File: config.mk
export PLATFORM = sky130hd
export DESIGN_NAME = sequential_divider_module
export DESIGN_NICKNAME = d
export VERILOG_FILES = /design/src/rtl/sequential_divider_module.sv
export SDC_FILE = /design/constraint.sdc
export NUM_CORES = 1
export LEC_CHECK = 0
export CAP_MARGIN = 10
export CORE_ASPECT_RATIO = 0.9
export CORE_MARGIN = 2
export CORE_UTILIZATION = 35
export CTS_CLUSTER_SIZE = 12
export DETAILED_ROUTE_END_ITERATION = 16
export GPL_ROUTABILITY_DRIVEN = 0
export SLEW_MARGIN = 40
export SYNTH_ARGS = -nofsm -noshare
export SYNTH_HDL_FRONTEND = slang
export SYNTH_SLANG_ARGS = --single-unit
File: constraint.sdc
create_clock -name clock -period 5.8 [get_ports clock]
set_input_delay 1.45 -clock clock [delete_from_list [all_inputs] [get_ports clock]]
set_output_delay 1.45 -clock clock [all_outputs]
set_load 0.03 [all_outputs]
File: src/rtl/sequential_divider_module.sv
// Multi-cycle unsigned restoring divider with a start/busy/done handshake.
// One quotient bit is resolved per clock using a ripple trial subtractor;
// the dividend register shifts left and collects the quotient bits.
// Handshake: start is sampled on any rising edge while idle or done. An
// accepted start with a nonzero divisor runs bit_width steps (busy high).
// A zero divisor completes on the same edge. done is a one-cycle pulse
// marking that quotient/remainder/divide_by_zero were just loaded.
module sequential_divider_module #(
    parameter int bit_width = 8
) (
    input  logic                 clock,
    input  logic                 reset_n,
    input  logic                 start,
    input  logic [bit_width-1:0] dividend,
    input  logic [bit_width-1:0] divisor,
    output logic                 busy,
    output logic                 done,
    output logic [bit_width-1:0] quotient,
    output logic [bit_width-1:0] remainder,
    output logic                 divide_by_zero
);

    localparam int cnt_w = $clog2(bit_width + 1);

    typedef enum logic [1:0] {
        IDLE = 2'd0,
        RUN  = 2'd1,
        DONE = 2'd2
    } state_t;

    state_t               state_q, state_d;
    logic [bit_width-1:0] a_q, a_d;        // shifting dividend / quotient
    logic [bit_width-1:0] d_q, d_d;        // captured divisor
    logic [bit_width:0]   r_q, r_d;        // partial remainder
    logic [cnt_w-1:0]     cnt_q, cnt_d;    // steps left
    logic [bit_width-1:0] quot_q, quot_d;
    logic [bit_width-1:0] rem_q, rem_d;
    logic                 dbz_q, dbz_d;

    logic [bit_width:0]   s_val;
    logic [bit_width:0]   d_ext;
    logic [bit_width:0]   t_val;
    logic [bit_width+1:0] borrow;
    logic                 q_bit;
    logic [bit_width-1:0] a_next;

    // Trial subtract S - D through a ripple-borrow chain; borrow-out picks the quotient bit.
    always_comb begin
        s_val  = {r_q[bit_width-1:0], a_q[bit_width-1]};
        d_ext  = {1'b0, d_q};
        borrow = '0;
        t_val  = '0;
        for (int i = 0; i <= bit_width; i++) begin
            t_val[i]    = s_val[i] ^ d_ext[i] ^ borrow[i];
            borrow[i+1] = (~s_val[i] & d_ext[i]) | (~(s_val[i] ^ d_ext[i]) & borrow[i]);
        end
        q_bit  = ~borrow[bit_width+1];
        a_next = {a_q[bit_width-2:0], q_bit};
    end

    // Next-state and datapath updates; IDLE and DONE accept start identically.
    always_comb begin
        state_d = state_q;
        a_d     = a_q;
        d_d     = d_q;
        r_d     = r_q;
        cnt_d   = cnt_q;
        quot_d  = quot_q;
        rem_d   = rem_q;
        dbz_d   = dbz_q;
        case (state_q)
            IDLE, DONE: begin
                state_d = IDLE;
                if (start) begin
                    if (divisor == '0) begin
                        state_d = DONE;
                        quot_d  = '1;
                        rem_d   = dividend;
                        dbz_d   = 1'b1;
                    end else begin
                        state_d = RUN;
                        a_d     = dividend;
                        d_d     = divisor;
                        r_d     = '0;
                        cnt_d   = cnt_w'(bit_width);
                    end
                end
            end
            RUN: begin
                r_d   = q_bit ? t_val : s_val;
                a_d   = a_next;
                cnt_d = cnt_q - cnt_w'(1);
                if (cnt_q == cnt_w'(1)) begin
                    state_d = DONE;
                    quot_d  = a_next;
                    rem_d   = q_bit ? t_val[bit_width-1:0] : s_val[bit_width-1:0];
                    dbz_d   = 1'b0;
                end
            end
            default: state_d = IDLE;
        endcase
    end

    // State and datapath registers; reset discards any division in flight.
    always_ff @(posedge clock or negedge reset_n) begin
        if (!reset_n) begin
            state_q <= IDLE;
            a_q     <= '0;
            d_q     <= '0;
            r_q     <= '0;
            cnt_q   <= '0;
            quot_q  <= '0;
            rem_q   <= '0;
            dbz_q   <= 1'b0;
        end else begin
            state_q <= state_d;
            a_q     <= a_d;
            d_q     <= d_d;
            r_q     <= r_d;
            cnt_q   <= cnt_d;
            quot_q  <= quot_d;
            rem_q   <= rem_d;
            dbz_q   <= dbz_d;
        end
    end

    assign busy           = (state_q == RUN);
    assign done           = (state_q == DONE);
    assign quotient       = quot_q;
    assign remainder      = rem_q;
    assign divide_by_zero = dbz_q;

endmodule

==> run_results.csv <==
group,metric,value,unit
outcome,status,"completed",
layout,fin_nets,248,
global_routing,grt_first_pass_wirelength,7910,um
cts,post_cts_buffers,0,
layout,areaGrowthSynthToFinish,23.3,%
synthesis,synthesis.nets,212,
setup_path,worstSetupPathType,"reg -> reg",
timing,max_freq,229,MHz
setup_path,critical_path_arrival,4600,ps
pwr,internal_power,1.01,mW
synthesis,synth_warnings,0,
routing,via_per_inst,4.87,
die,initial_utilization,36.5,%
setup_path,start_kind,"register",
routing,drtAntennaViolNets,0,
worst_hold_path,min_path_type,"reg -> reg",
synthesis,yosysSeqAreaShare,52.4,%
synthesis,yosysTopAreaCellShare,52.4,%
synthesis,ys_ff_latch,47,
die,coreArea,6150,um^2
global_routing,grt_max_degree,48,
setup_path,cpMostUsedCell,"fa_1",
layout,final-seq-area,1180,um^2
layout,final_common_cell,"dfrtp_1",
global_routing,grt.total_usage,14.5,%
timing,slew-limit-headroom,60.2,%
placed_design,place_area,2690,um^2
layout,fin_area,2770,um^2
timing,slew_violations,0,
die,fp.dieArea,7070,um^2
layout,instances_no_fill,307,
synthesis,synth_area_leaders,"dfrtp_1 (52%), mux2_2 (8.0%), fa_1 (6.2%)",
synthesis,synth_top_area_cell,"dfrtp_1",
pwr,p_leak,1.12,nW
timing,max_slew.worst_pin.slew,597,ps
worst_hold_path,whs_path_depth,1,
pwr,switchingPower,0.684,mW
timing,post-route-period-util,75.2,%
setup_path,worstPathCellList,"inv_1, ha_1, fa_1, fa_1, fa_1, fa_1, fa_1, fa_1, fa_1, nand2b_1, mux2_2, nand2_1, o221a_1",
setup_path,slowest_delay,410,ps
placed_design,dpl.hpwl,3090,um
setup_path,worst-r2r-cell-count,13,
synthesis,syn-cell-area,2250,um^2
placed_design,port_buffers,37,
cts,clk_pin_slew_worst_paths,80,ps
cts,cts_tree,"built",
cts,postCtsResizedCells,0,
synthesis,postSynthCellCount,183,
routing,vias,1495,
setup_path,crit-reg2reg-launch,"a_q[7]",
pwr,p_seq_share,35.3,%
die,rows,27,
cts,cts_buffers,5,
global_routing,grt_pass1_vias,1593,
worst_hold_path,whs_endpoint,"cnt_q[3]",
pwr,clkPwrFrac,11.2,%
die,die_h,80.0,um
setup_path,worst_path_max_delay_cell,"mux2_2",
cts,cts-root-buf,"clkbuf_8",
cts,cts_buffer_depth,2,
routing,wl,4520,um
pwr,power.density,611,nW/um^2
die,ioPinCount,38,
cts,numClockSinks,47,
pwr,p_comb_share,53.5,%
synthesis,avgSynthCellArea,12.3,um^2
cts,htreeDepth,2,
placed_design,dp_cells,299,
timing,finClkSkew,8.40,ps
pwr,finalPower,1.69,mW
global_routing,grt.overflow.total,0,
routing,firstDrtPassIters,4,
layout,drive_above_1_share,17.7,%
cts,clkLatencyLatePin,300,ps
placed_design,preCtsSetupSlack,1450,ps
layout,fillers,595,
timing,rsz0062_at_grt,"false",
routing,drc,0,
setup_path,rrSetupSlack,1440,ps
pwr,ir_drop,267,uV
timing,holdWs,484,ps
routing,wl_per_cell,14.7,um
timing,post-route-min-period,4360,ps
pwr,p_sw_share,40.4,%
timing,hold_violations,0,
setup_path,reg2reg_to,"remainder[7]",
layout,most-common-layout-cells,"dfrtp_1 (47), clkdlybuf4s50_1 (36), nand2_1 (19), mux2_2 (16), inv_1 (12)",
synthesis,ys_types,31,
layout,antenna_cells,0,
run,maxCapViolations,0,
global_routing,antenna_found_initial,0,
setup_path,cp.required,6040,ps
timing,setup_violations,0,
die,die_w,88.4,um
timing,tns,0,ps
cts,cts_hold_buf,0,
routing,drt_iter0_markers,91,
layout,multi_input_area,973,um^2
worst_hold_path,hp-start,"cnt_q[3]",
setup_path,cp_max_fo,10,
timing,setup_ws,1440,ps
layout,post-route-util,45.1,%
setup_path,end_kind,"register",
[power groups by stage]
| stage | clock network, mW | registers, mW | logic [mW] |
|---|---|---|---|
| after global routing | 0.212 | 0.622 | 1.02 |
| final | 0.190 | 0.598 | 0.906 |
| after detailed placement | 0 | 0.605 | 0.917 |
| after CTS | 0.198 | 0.600 | 0.922 |
| after floorplan | 0 | 0.698 | 0.542 |
| after global placement | 0 | 0.607 | 0.894 |
[final cells by class]
class                           count  area share, %
Inverter                           12           1.63
Clock buffer                        5           2.48
Multi-Input combinational cell    114           35.1
Tap cell                           87           3.93
Sequential cell                    47           42.5
Timing Repair Buffer               39           13.8
Clock inverter                      3          0.542
[logic make-up (layout without fill, tap and decap cells)]
| family | count (synthesis) | in the layout | synth area share (%) |
|---|---|---|---|
| compound gates | 38 | 38 | 12.6 |
| fa+ha+maj | 10 | 10 | 7.91 |
| flops | 47 | 47 | 52.4 |
| buf+inv | 22 | 59 | 4.46 |
| simple gates | 41 | 41 | 10.6 |
| xor+xnor | 1 | 1 | 0.390 |
| mux | 24 | 24 | 11.6 |
[per-layer routing]
metal | track usage, % | part of all wire [%] | vias up
met4 | 5.45 | 1.6 | 0
met3 | 3.10 | 3.1 | 7
met1 | 20.9 | 50 | 749
met2 | 21.4 | 46 | 25
met5 | 0 | 0 | -
li1 | - | - | 714
[cells in the mapped netlist, drive strengths merged]
cell / instances
o22ai: 9
nor4: 3
mux2: 16
buf: 5
dfrtp: 47
ha: 3
o21ai: 1
nor3b: 1
fa: 7
inv: 12
o22a: 8
nor2b: 1
xor2: 1
nand2: 20
nand2b: 3
or3: 1
clkbuf: 5
o21bai: 1
nor2: 9
nand4b: 1
a21oi: 11
o221a: 8
and2: 1
nor3: 1
mux2i: 8
[flip-flops by register name, summed over array words and instances (netlist names)]
| signal | cells |
|---|---|
| divide_by_zero | 1 |
| d_q | 8 |
| quotient | 8 |
| cnt_q | 4 |
| state_q | 2 |
| r_q | 8 |
| a_q | 8 |
| remainder | 8 |
[worst max-delay path by stage]
stage / endpoint / startpoint / slack, ps
after global routing: remainder[7] / a_q[7] / 1220
after detailed placement: remainder[5] / a_q[7] / 1450
final: remainder[7] / a_q[7] / 1440
after CTS: remainder[7] / a_q[7] / 1410
after floorplan: remainder[1] / a_q[7] / 1570
after global placement: remainder[6] / a_q[7] / 1540
[worst max-delay path: cells and delay by family (launching register included)]
family / cells / cell delay [ps]
adders and majority gates: 8 / 2900
and+or+nand+nor: 2 / 420
muxes: 1 / 410
DFF: 1 / 360
AOI/OAI and AO/OA: 1 / 170
buffers and inverters: 1 / 60
No activity file was read; power rests on OpenSTA's default activity.
